$ cat src/rtl/spi_regbus_slave.sv
// SPI mode-0 slave that turns each 24-bit {addr, data} frame into one register
// write followed by a readback of the same address. The readback is then shifted
// out on MISO during the next frame.
module spi_regbus_slave #(
    parameter int unsigned ADDR_W      = 8,
    parameter int unsigned DATA_W      = 16,
    parameter int unsigned SYNC_STAGES = 2     // must be >= 2
) (
    input  logic              sys_clk,
    input  logic              sys_rst,
    input  logic              spi_clk,
    input  logic              spi_mosi,
    input  logic              spi_cs_n,
    output logic              spi_miso,
    output logic [ADDR_W-1:0] bus_addr,
    output logic [DATA_W-1:0] bus_wdata,
    output logic              bus_we,
    output logic              bus_re,
    input  logic [DATA_W-1:0] bus_rdata,
    output logic              frame_err
);

    localparam int unsigned FRAME_W = ADDR_W + DATA_W;
    localparam int unsigned CNT_W   = $clog2(FRAME_W + 1);

    typedef enum logic [2:0] {
        S_IDLE,
        S_SHIFT,
        S_COMMIT,
        S_FETCH,
        S_LOAD
    } state_e;

    state_e state_q, state_d;

    logic [SYNC_STAGES-1:0] sclk_sync_q;
    logic [SYNC_STAGES-1:0] mosi_sync_q;
    logic [SYNC_STAGES-1:0] csn_sync_q;
    logic                   sclk_prev_q;

    logic [FRAME_W-1:0] rx_sr_q,   rx_sr_d;
    logic [FRAME_W-1:0] tx_sr_q,   tx_sr_d;
    logic [FRAME_W-1:0] tx_hold_q, tx_hold_d;   // last loaded readback, restored on a bad frame
    logic [CNT_W-1:0]   bit_cnt_q, bit_cnt_d;
    logic               ovf_q,     ovf_d;
    logic               armed_q,   armed_d;     // set once cs_n has been seen high after reset
    logic [ADDR_W-1:0]  bus_addr_q,  bus_addr_d;
    logic [DATA_W-1:0]  bus_wdata_q, bus_wdata_d;
    logic               bus_we_q,    bus_we_d;
    logic               bus_re_q,    bus_re_d;
    logic               frame_err_q, frame_err_d;

    logic sclk_s;
    logic mosi_s;
    logic csn_s;
    logic sclk_rise;
    logic sclk_fall;

    assign sclk_s    = sclk_sync_q[SYNC_STAGES-1];
    assign mosi_s    = mosi_sync_q[SYNC_STAGES-1];
    assign csn_s     = csn_sync_q[SYNC_STAGES-1];
    assign sclk_rise = sclk_s & ~sclk_prev_q;
    assign sclk_fall = ~sclk_s & sclk_prev_q;

    assign spi_miso  = ~csn_s & tx_sr_q[FRAME_W-1];
    assign bus_addr  = bus_addr_q;
    assign bus_wdata = bus_wdata_q;
    assign bus_we    = bus_we_q;
    assign bus_re    = bus_re_q;
    assign frame_err = frame_err_q;

    // Synchronise the SPI pins into sys_clk; cs_n resets low so a select held
    // through reset cannot arm the slave before it is genuinely seen high.
    always_ff @(posedge sys_clk) begin
        if (sys_rst) begin
            sclk_sync_q <= '0;
            mosi_sync_q <= '0;
            csn_sync_q  <= '0;
            sclk_prev_q <= 1'b0;
        end else begin
            sclk_sync_q <= {sclk_sync_q[SYNC_STAGES-2:0], spi_clk};
            mosi_sync_q <= {mosi_sync_q[SYNC_STAGES-2:0], spi_mosi};
            csn_sync_q  <= {csn_sync_q[SYNC_STAGES-2:0], spi_cs_n};
            sclk_prev_q <= sclk_s;
        end
    end

    // State and datapath registers.
    always_ff @(posedge sys_clk) begin
        if (sys_rst) begin
            state_q     <= S_IDLE;
            rx_sr_q     <= '0;
            tx_sr_q     <= '0;
            tx_hold_q   <= '0;
            bit_cnt_q   <= '0;
            ovf_q       <= 1'b0;
            armed_q     <= 1'b0;
            bus_addr_q  <= '0;
            bus_wdata_q <= '0;
            bus_we_q    <= 1'b0;
            bus_re_q    <= 1'b0;
            frame_err_q <= 1'b0;
        end else begin
            state_q     <= state_d;
            rx_sr_q     <= rx_sr_d;
            tx_sr_q     <= tx_sr_d;
            tx_hold_q   <= tx_hold_d;
            bit_cnt_q   <= bit_cnt_d;
            ovf_q       <= ovf_d;
            armed_q     <= armed_d;
            bus_addr_q  <= bus_addr_d;
            bus_wdata_q <= bus_wdata_d;
            bus_we_q    <= bus_we_d;
            bus_re_q    <= bus_re_d;
            frame_err_q <= frame_err_d;
        end
    end

    // Frame sequencing: shift, validate length, then write / read / reload.
    always_comb begin
        state_d     = state_q;
        rx_sr_d     = rx_sr_q;
        tx_sr_d     = tx_sr_q;
        tx_hold_d   = tx_hold_q;
        bit_cnt_d   = bit_cnt_q;
        ovf_d       = ovf_q;
        armed_d     = armed_q | csn_s;
        bus_addr_d  = bus_addr_q;
        bus_wdata_d = '0;
        bus_we_d    = 1'b0;
        bus_re_d    = 1'b0;
        frame_err_d = 1'b0;

        case (state_q)
            S_IDLE: begin
                if (armed_q && !csn_s) begin
                    state_d   = S_SHIFT;
                    bit_cnt_d = '0;
                    ovf_d     = 1'b0;
                    tx_sr_d   = tx_hold_q;
                end
            end
            S_SHIFT: begin
                if (csn_s) begin
                    if (bit_cnt_q == CNT_W'(FRAME_W) && !ovf_q) begin
                        state_d     = S_COMMIT;
                        bus_addr_d  = rx_sr_q[FRAME_W-1 -: ADDR_W];
                        bus_wdata_d = rx_sr_q[DATA_W-1:0];
                        bus_we_d    = 1'b1;
                    end else begin
                        state_d     = S_IDLE;
                        frame_err_d = 1'b1;
                        tx_sr_d     = tx_hold_q;
                    end
                end else begin
                    if (sclk_rise) begin
                        rx_sr_d = {rx_sr_q[FRAME_W-2:0], mosi_s};
                        if (bit_cnt_q == CNT_W'(FRAME_W)) begin
                            ovf_d = 1'b1;
                        end else begin
                            bit_cnt_d = bit_cnt_q + CNT_W'(1);
                        end
                    end
                    if (sclk_fall) begin
                        tx_sr_d = {tx_sr_q[FRAME_W-2:0], 1'b0};
                    end
                end
            end
            S_COMMIT: begin
                state_d  = S_FETCH;
                bus_re_d = 1'b1;
            end
            S_FETCH: begin
                state_d = S_LOAD;
            end
            S_LOAD: begin
                tx_sr_d   = {bus_addr_q, bus_rdata};
                tx_hold_d = {bus_addr_q, bus_rdata};
                state_d   = S_IDLE;
            end
            default: begin
                state_d = S_IDLE;
            end
        endcase
    end

endmodule

$ cat config.mk
export PLATFORM = sky130hd
export DESIGN_NAME = spi_regbus_slave
export DESIGN_NICKNAME = d
export VERILOG_FILES = /design/src/rtl/spi_regbus_slave.sv
export SDC_FILE = /design/constraint.sdc
export NUM_CORES = 1
export LEC_CHECK = 0
export CAP_MARGIN = 20
export CORE_UTILIZATION = 56
export DETAILED_ROUTE_END_ITERATION = 6
export GPL_TIMING_DRIVEN = 0
export HOLD_SLACK_MARGIN = 0.08
export MAX_ROUTING_LAYER = met4
export PLACE_DENSITY = 0.79
export SETUP_SLACK_MARGIN = 0.15
export SLEW_MARGIN = 20
export SYNTH_ARGS = -nofsm -noshare
export SYNTH_HDL_FRONTEND = slang
export SYNTH_SLANG_ARGS = --single-unit
$ cat constraint.sdc
create_clock -name sys_clk -period 2.3 [get_ports sys_clk]
set_input_delay 0.23 -clock sys_clk [delete_from_list [all_inputs] [get_ports sys_clk]]
set_output_delay 0.23 -clock sys_clk [all_outputs]
set_load 0.05 [all_outputs]
==> key figures, run 1 <==
Clocking
  – Clock Tree Root: clkbuf_8
  – CTS Hold Bufs: 0
  – Reg clk slew, reported paths: approximately 0.06 ns
  – Clk Latency, worst-skew pair: 0.53 ns
  – Clk sinks: about 120
  – CTS tree: done
  – Clock Tree Buf Depth: 2
  – H-tree levels: 4
  – TritonCTS buffer count: 17

Placement
  – Hpwl dp: roughly 6.3 mm
  – Dpl cell area: 5120 um2
  – Pre-CTS setup slack: between 0.3 and 0.4 ns
  – Final RePlAce weighted congestion: between 0.7 and 0.8
  – PortBufs: 47

Global route
  – Initial antenna violation count: 0
  – Total track usage: between 20 and 30%
  – Largest net degree at the start of global routing: 17
  – Vias in the first global route: between 3000 and 4000
  – First-pass GRT wire length: around 16 mm
  – Total global routing overflow: 0

Route
  – Remaining antenna violation count: 0
  – Post-Route WL: approximately 9.6 mm
  – DRC viols: 0
  – First-pass DRT Iterations: 4
  – Routed vias/inst: roughly 5.4
  – Iteration-0 DRC Markers: roughly 150
  – WL/cell: between 10 and 15 um
  – Routed vias: around 3500

Timing
  – Relative slew slack: 58.0%
  – Worst Skew: about 0.012 ns
  – Final critical-path setup slack: 0.323 ns
  – Hold WS: 0.136 ns
  – Post-layout minimum cycle time: approximately 2 ns
  – Slew Limit Fails: 0
  – Slew @ Worst Pin: roughly 0.62 ns
  – Max Freq: about 510 MHz
  – Fin. Hold Viols: 0
  – RSZ-0062 raised after global routing: false
  – Final Cycle Share: 85.9%
  – Final number of setup-violating endpoints: 0
  – Setup TNS: 0 ns

Cells and area
  – Fill count: 549
  – Synthesis-to-layout area growth: 26.7%
  – Layout Nets: 552
  – Diodes inserted: 0
  – Post-route cell area: ~5700 um2
  – Layout cells sized above 1: between 10% and 20%

Logic synthesis
  – Cell area after synthesis: 4520 um2
  – Register area share after synthesis: roughly half
  – Mean Syn Cell Area: around 9.8 um2
  – Ys flop type: dfxtp_1
  – EDFF count, synth: 0
  – Synth Register Bits: 116
  – Async SR Flop Fraction: 0%
  – Post-synthesis cell type count: 43
  – Cells after synthesis: roughly 460
  – Syn nets: 484
  – Warnings from Yosys: 0

Hold path
  – Min-Delay Path Class: in -> reg

Pwr
  – Flop pwr share: 41.9%
  – Internal: about 3.8 mW
  – Power Total: 4.89 mW
  – Pwr dens: roughly 850 nW/um2
  – VDD IR-drop max: ~0.57 mV
  – Logic pwr share: 4.3%
  – Clk network pwr share: 53.8%
  – LEAKAGE: around 2.1 nW
  – Sw power: between 1 and 1.5 mW
  – Switching fraction of total power: 22.5%

Status
  – Status: completed

Worst setup path
  – Flop2flop setup slack: roughly 0.33 ns
  – WP data arrival: between 1.5 and 2 ns
  – WP data required: ~2.1 ns
  – Critical Setup Path Class: reg -> out
  – Critical Path Fanout Max: 3
  – Worst path cell trace: clkdlybuf4s50_1
  – CP max stage delay: 0.83 ns
  – Worst setup SP type: register
  – Buf+Inv Stages, Crit Path: 1
  – Worst setup EP type: primary output
  – Delay-heaviest family, CP: buffers and inverters
  – Slowest-stage cell, CP: clkdlybuf4s50_1

Die
  – Core area: 7770 um2
  – Die Wd: ~92 um
  – # IOs: between 40 and 50
  – # rows: 32
  – Initial Util: around 58%
  – Chip height: 91.9 um
  – Die ar.: approximately 8400 um2

Flow run
  – MaxCap Viol Count: 0
synthesized netlist by cell type (2+ instances only):
library cell	instances	area share, %
a311oi_1	4	0.77
nand4b_1	3	0.58
mux2_2	4	1.0
a211oi_1	2	0.33
nor3b_2	3	0.83
clkbuf_1	13	1.1
a311oi_2	3	1.0
nor3_1	3	0.33
a21oi_1	40	4.4
ha_1	2	0.55
nand3_1	2	0.22
dfxtp_1	116	51
inv_1	6	0.50
mux2_4	12	4.0
mux2i_1	24	5.3
buf_6	8	2.0
or3_1	2	0.28
o31ai_1	3	0.50
nand2_1	92	7.6
or4_1	3	0.50
buf_2	9	1.0
nor2_1	14	1.2
nor2b_1	10	1.4
o21ai_0	4	0.44
o22ai_1	16	2.2
and2_1	32	4.4
a31oi_1	8	1.1
a22oi_1	7	1.2
buf_4	2	0.33
power by group through the flow:
stage               sequential (mW)  clock, mW  combinational [mW]
CTS                            2.05       2.65               0.207
floorplan                      2.09          0               0.134
detailed placement             2.09          0               0.205
global route                   2.05       2.75               0.227
global placement               2.09          0               0.198
finish                         2.05       2.63               0.211
what timing repair did:
| action | CTS | global route |
|---|---|---|
| gates resized for setup | 1 | 0 |
| setup endpoints to repair | 1 | 8 |
| pin swaps | 0 | 1 |
| buffers inserted | 0 | 2 |
cells by family after synthesis:
family          count (synthesis)  share of synthesized area (%)
mux                            40                           10.3
compound gates                 91                           12.7
flops                         116                           51.3
simple gates                  173                           19.8
fa+ha+maj                       2                          0.553
buf+inv                        39                           5.34
sequential cells by signal (all words and copies together), names as in the netlist:
register and flops:
tx_hold_q 24, bus_wdata 16, mosi_sync_q 2, sclk_prev_q 1, bus_addr 8, ovf_q 1
sclk_sync_q 2, bus_we 1, bus_re 1, frame_err 1, tx_sr_q 24, rx_sr_q 24
armed_q 1, csn_sync_q 2, state_q 3, bit_cnt_q 5
cell usage in the layout, fill, tap and decap left out, drive strengths merged, types with 3 or more instances in the layout:
| master | synthesis | routed |
|---|---|---|
| a31oi | 8 | 8 |
| or4 | 3 | 3 |
| a311oi | 7 | 7 |
| a21oi | 40 | 40 |
| inv | 6 | 10 |
| o31ai | 3 | 3 |
| nor3b | 3 | 3 |
| clkdlybuf4s50 | 0 | 46 |
| o21ai | 5 | 5 |
| clkbuf | 13 | 31 |
| nor2b | 11 | 11 |
| nand4b | 4 | 4 |
| buf | 20 | 22 |
| dfxtp | 116 | 116 |
| mux2i | 24 | 24 |
| o22ai | 16 | 16 |
| nor3 | 3 | 3 |
| a211oi | 3 | 3 |
| mux2 | 16 | 16 |
| and2 | 33 | 33 |
| a22oi | 7 | 7 |
| clkinv | 0 | 5 |
| bufinv | 0 | 3 |
| nor2 | 14 | 14 |
| nand2 | 92 | 92 |
layout make-up:
class / instances / area (um2) / share of cell area (%)
Buffer: 33 / 219 / 3.82
Multi-Input combinational cell: 306 / 1960 / 34.2
Sequential cell: 116 / 2320 / 40.5
Clock buffer: 18 / 418 / 7.29
Clock inverter: 14 / 176 / 3.08
Timing Repair Buffer: 49 / 484 / 8.45
Tap cell: 102 / 128 / 2.23
Inverter: 6 / 22.5 / 0.393
per-stage QoR:
step	std cells	util [%]
2_1_floorplan	461	-
3_3_place_gp	610	65.9
3_5_place_dp	610	65.9
4_1_cts	642	73.6
5_1_grt	644	73.8
6_report	644	73.8
final timing paths:
kind | start | to | depth (start not counted)
worst max-delay path | bus_addr[6] | bus_addr[6] | 1
worst min-delay path | sys_rst | csn_sync_q[1] | 2
worst max register to register | bit_cnt_q[0] | bit_cnt_q[2] | 6
worst min register to register | csn_sync_q[0] | csn_sync_q[1] | 1
metal layers:
layer | global-route usage [%] | vias up | part of all wire (%)
met3 | 6.05 | 12 | 4.8
li1 | - | 1729 | -
met5 | - | - | 0
met2 | 41.9 | 87 | 50
met1 | 28.5 | 1679 | 44
met4 | 11.8 | 0 | 1.2
Power figures use the tool's default switching activity.
==> run 2, diff against run 1 <==
==> constraint.sdc (replaced) <==
create_clock -name sys_clk -period 2.3 [get_ports sys_clk]
set_input_delay 0.46 -clock sys_clk [delete_from_list [all_inputs] [get_ports sys_clk]]
set_output_delay 0.46 -clock sys_clk [all_outputs]
set_load 0.05 [all_outputs]
==> key figures, run 2 (same netlist as run 1, synthesis figures left out) <==
Route
  – Remaining antenna violation count: 0
  – WL/cell: 14.9 um
  – First-pass DRT Iterations: 5
  – Routed vias/inst: about 5.5
  – DRC viols: 0
  – Routed vias: around 3500
  – Post-Route WL: 9.59 mm
  – Iteration-0 DRC Markers: approximately 170

Die
  – # rows: 32
  – Die Wd: 91.9 um
  – Die ar.: ~8400 um2
  – Chip height: 91.9 um
  – Initial Util: approximately three fifths
  – Core area: just under 8000 um2
  – # IOs: 49

Worst setup path
  – Flop2flop setup slack: approximately 0.33 ns
  – Critical Path Fanout Max: 10
  – R2R depth: 6
  – WP data arrival: about 1.7 ns
  – Critical Setup Path Class: reg -> out
  – WP data required: ~1.8 ns
  – Worst reg2reg endpoint: bit_cnt_q[2]
  – Worst setup SP type: register
  – Worst setup EP type: primary output
  – R2r startpoint: bit_cnt_q[0]

Clocking
  – Reg clk slew, reported paths: ~0.060 ns
  – Clock Tree Buf Depth: 2
  – CTS Hold Bufs: 0
  – Clk sinks: roughly 120
  – H-tree levels: 4
  – Clock Tree Root: clkbuf_8
  – CTS tree: done
  – TritonCTS buffer count: 17
  – Clk Latency, worst-skew pair: 0.53 ns

Global route
  – Vias in the first global route: 3524
  – Initial antenna violation count: 0
  – Total global routing overflow: 0
  – Total track usage: about a quarter
  – First-pass GRT wire length: about 16 mm
  – Largest net degree at the start of global routing: 17

Cells and area
  – Multi-input gate area: 1960 um2
  – Layout Nets: approximately 550
  – Diodes inserted: 0
  – Reg area: approximately 2300 um2
  – Most frequent standard cell in the layout excluding fill and tap cells: dfxtp_1
  – Top flop regs: rx_sr_q (24), tx_hold_q (24), tx_sr_q (24)
  – Synthesis-to-layout area growth: 26.5%
  – Utilization of the core after routing: 73.7%
  – Commonest non-fill, non-tap cells in the layout: dfxtp_1, nand2_1, a21oi_1
  – Layout cells sized above 1: around 15%
  – Fill count: approximately 550

Timing
  – Slew @ Worst Pin: between 0.6 and 0.7 ns
  – Post-layout minimum cycle time: around 2.1 ns
  – Worst Skew: about 0.012 ns
  – Final number of setup-violating endpoints: 0
  – RSZ-0062 raised after global routing: false
  – Max Freq: roughly 470 MHz
  – Hold WS: approximately 0.37 ns
  – Fin. Hold Viols: 0
  – Final Cycle Share: slightly above 90%
  – Relative slew slack: 57.9%
  – Slew Limit Fails: 0
  – Setup TNS: 0 ns

Pwr
  – VDD IR-drop max: 0.562 mV
  – Power Total: about 4.9 mW
  – LEAKAGE: approximately 2.2 nW
  – Pwr dens: roughly 850 nW/um2

Hold path
  – Hold Crit Endpoint: csn_sync_q[1]
  – Min-Delay Path Class: in -> reg
  – Hold Path Cell Cnt: 2
  – Hold_sp: sys_rst

Status
  – Status: completed

Placement
  – Final RePlAce weighted congestion: 0.791
  – Hpwl dp: between 6 and 7 mm
  – PortBufs: 47

Flow run
  – MaxCap Viol Count: 0
## run 2: where the power goes
part / total [mW] / internal (mW) / leakage, nW / switching [mW]
combinational: 0.210 / 0.0926 / 0.981 / 0.118
sequential: 2.05 / 2.03 / 0.937 / 0.0140
clock: 2.62 / 1.66 / 0.287 / 0.962
total: 4.88 / 3.79 / 2.20 / 1.09
## run 2: per-stage QoR
step                std cells  worst slack [ns]  instance area (um2)
finish                    644             0.183                 5720
global route              644             0.150                 5720
detailed placement        610             0.315                 5120
floorplan                 461             0.599                 4520
CTS                       642             0.156                 5710
global placement          610             0.383                 5120
## run 2: worst max-delay path, cell delays in order, from the launching register on
cell and delay [ns]:
dfxtp_1 0.30, buf_6 0.15, nor2b_1 0.14, dlygate4sd2_1 0.54
## run 2: cell type report
class                      count  area share [%]
buffer                        33            3.83
timing repair buffer          49            8.33
multi-input combinational    306            34.3
inverter                       6           0.394
clock inverter                14            3.08
clock buffer                  18            7.30
tap                          102            2.23
sequential                   116            40.6
## run 2: how the worst max path moves through the flow
stage	start	to	slack [ns]	cells after the start
6_report	csn_sync_q[1]	spi_miso	0.18	3
5_1_grt	csn_sync_q[1]	spi_miso	0.15	3
4_1_cts	bus_wdata[15]	bus_wdata[15]	0.16	1
3_5_place_dp	bit_cnt_q[0]	tx_sr_q[20]	0.32	7
3_3_place_gp	bit_cnt_q[0]	tx_sr_q[17]	0.38	7
2_1_floorplan	bit_cnt_q[0]	bit_cnt_q[3]	0.60	6
## run 2: repair_timing
| item | 4_1_cts | 5_1_grt |
|---|---|---|
| setup endpoints to repair | 9 | 9 |
| resized for setup | 9 | 1 |
| setup buffers | 0 | 2 |
| pin swaps | 0 | 1 |
| cloned | 0 | 0 |
## run 2: layer usage
metal	global-route usage (%)	vias to the layer above	routed length, um
met2	41.9	113	4840
met3	6.05	14	481
met5	-	-	0
li1	-	1724	-
met4	11.8	0	123
met1	28.5	1670	4140
==> run 3, diff against run 2 <==
Settings changed: GPL_TIMING_DRIVEN 0 to default.
==> key figures, run 3 (same netlist as run 1, synthesis figures left out) <==
Worst setup path
  – CP max stage delay: about 0.80 ns
  – WP data required: about 1.8 ns
  – WP data arrival: around 1.6 ns
  – Worst path cell trace: clkdlybuf4s50_1
  – Slowest-stage cell, CP: clkdlybuf4s50_1
  – Worst setup EP type: primary output
  – Delay-heaviest family, CP: buffers and inverters
  – Critical Setup Path Class: reg -> out
  – Buf+Inv Stages, Crit Path: 1
  – Critical Path Fanout Max: 1
  – Worst setup SP type: register

Clocking
  – Clk Latency, worst-skew pair: 0.50 ns
  – H-tree levels: 4
  – Reg clk slew, reported paths: 0.06 ns
  – Clk sinks: 116
  – CTS tree: done
  – Clock Tree Root: clkbuf_8
  – TritonCTS buffer count: 17
  – Clock Tree Buf Depth: 2
  – Post-CTS Setup Inserts: 0

Global route
  – Total global routing overflow: 0
  – Initial antenna violation count: 0
  – Largest net degree at the start of global routing: 40
  – First-pass GRT wire length: 15.0 mm
  – Vias in the first global route: around 3400
  – Total track usage: roughly 23%

Placement
  – Pre-CTS setup slack: roughly 0.21 ns
  – Hpwl dp: 5.39 mm
  – Final RePlAce weighted congestion: 0.809
  – Placed cell count: between 500 and 600
  – PortBufs: 48

Cells and area
  – Layout cells sized above 1: 14.6%
  – Top flop regs: rx_sr_q (24), tx_hold_q (24), tx_sr_q (24)
  – Diodes inserted: 0
  – Most frequent standard cell in the layout excluding fill and tap cells: dfxtp_1
  – Layout Nets: between 500 and 600
  – Final std cells w/o fill: around 620
  – Synthesis-to-layout area growth: 22.8%
  – Commonest non-fill, non-tap cells in the layout: dfxtp_1, nand2_1, a21oi_1
  – Fill count: 561

Timing
  – Hold WS: between 0.4 and 0.5 ns
  – Slew @ Worst Pin: 0.651 ns
  – Fin. Hold Viols: 0
  – Max Freq: approximately 480 MHz
  – Slew Limit Fails: 0
  – Setup TNS: 0 ns
  – Post-layout minimum cycle time: around 2.1 ns
  – Final number of setup-violating endpoints: 0
  – Worst Skew: 0.00601 ns
  – Final critical-path setup slack: about 0.2 ns
  – Final Cycle Share: about nine tenths
  – Relative slew slack: between 50% and 60%
  – RSZ-0062 raised after global routing: false

Route
  – DRC viols: 0
  – Routed vias/inst: ~5.4
  – Routed vias: between 3000 and 4000
  – Iteration-0 DRC Markers: 187
  – Post-Route WL: between 8 and 9 mm
  – First-pass DRT Iterations: 4
  – WL/cell: between 10 and 15 um
  – Remaining antenna violation count: 0

Pwr
  – LEAKAGE: 2.12 nW
  – Pwr dens: approximately 830 nW/um2
  – Power Total: roughly 4.6 mW
  – VDD IR-drop max: between 0.7 and 0.8 mV

Die
  – Core area: 7770 um2
  – Die Wd: between 90 and 100 um
  – # IOs: a little under 50
  – Initial Util: between 50% and 60%
  – Die ar.: between 8000 and 9000 um2
  – Chip height: a little over 90 um
  – # rows: 32

Status
  – Status: completed

Flow run
  – MaxCap Viol Count: 0

Hold path
  – Min-Delay Path Class: in -> reg
[run 3: cell types whose count changed in the layout (fill, tap and decap cells not counted), moves of 2 or more]
cell | before | now
buf_2 | 9 | 1
buf_4 | 4 | 14
buf_6 | 8 | 0
bufinv_16 | 3 | 1
clkbuf_1 | 14 | 0
clkinv_2 | 2 | 4
[run 3: tightest hold or removal path: cells and delay by family]
family / cells / cell delay, ns
AND/OR/NAND/NOR: 1 / 0.06
buffers and inverters: 2 / 0.33
[run 3: final timing paths]
path              slack [ns]      startpoint  cells past startpoint             end
setup / recovery        0.20   bus_wdata[14]                      1   bus_wdata[14]
hold / removal          0.41         sys_rst                      3          bus_we
setup reg to reg        0.35      state_q[2]                      5     tx_sr_q[13]
hold reg to reg         0.44  sclk_sync_q[0]                      1  sclk_sync_q[1]
[run 3: per-stage QoR]
| stage | cell area, um2 | utilization, % |
|---|---|---|
| final | 5560 | 71.5 |
| after global placement | 5010 | 64.5 |
| after floorplan | 4520 | - |
| after CTS | 5550 | 71.5 |
| after global routing | 5560 | 71.5 |
| after detailed placement | 5010 | 64.5 |
[run 3: power by group]
group          total, mW  switching, mW  internal (mW)  leakage (nW)
clock network       2.38          0.948           1.44         0.265
registers           2.05         0.0177           2.03         0.937
logic              0.185          0.104         0.0816         0.919
total               4.62           1.07           3.55          2.12
[run 3: what timing repair did]
action                     4_1_cts  5_1_grt
gates resized for setup          9        3
setup endpoints to repair        9       18
hold buffers                     0        0
[run 3: final cells by class]
| class | instances | area, um2 | area share, % |
|---|---|---|---|
| well taps | 102 | 128 | 2.30 |
| repair buffers | 62 | 572 | 10.3 |
| clock buffers | 17 | 414 | 7.45 |
| inverters | 6 | 22.5 | 0.405 |
| clock inverters | 15 | 134 | 2.41 |
| flip-flops and latches | 116 | 2320 | 41.8 |
| multi-input cells | 306 | 1960 | 35.3 |
[run 3: metal layers]
layer	track usage, %	vias to the layer above	part of all wire [%]
li1	-	1687	-
met1	25.9	1609	45
met2	38.6	78	50
met3	7.13	6	4.3
met4	7.55	0	0.74
met5	-	-	0
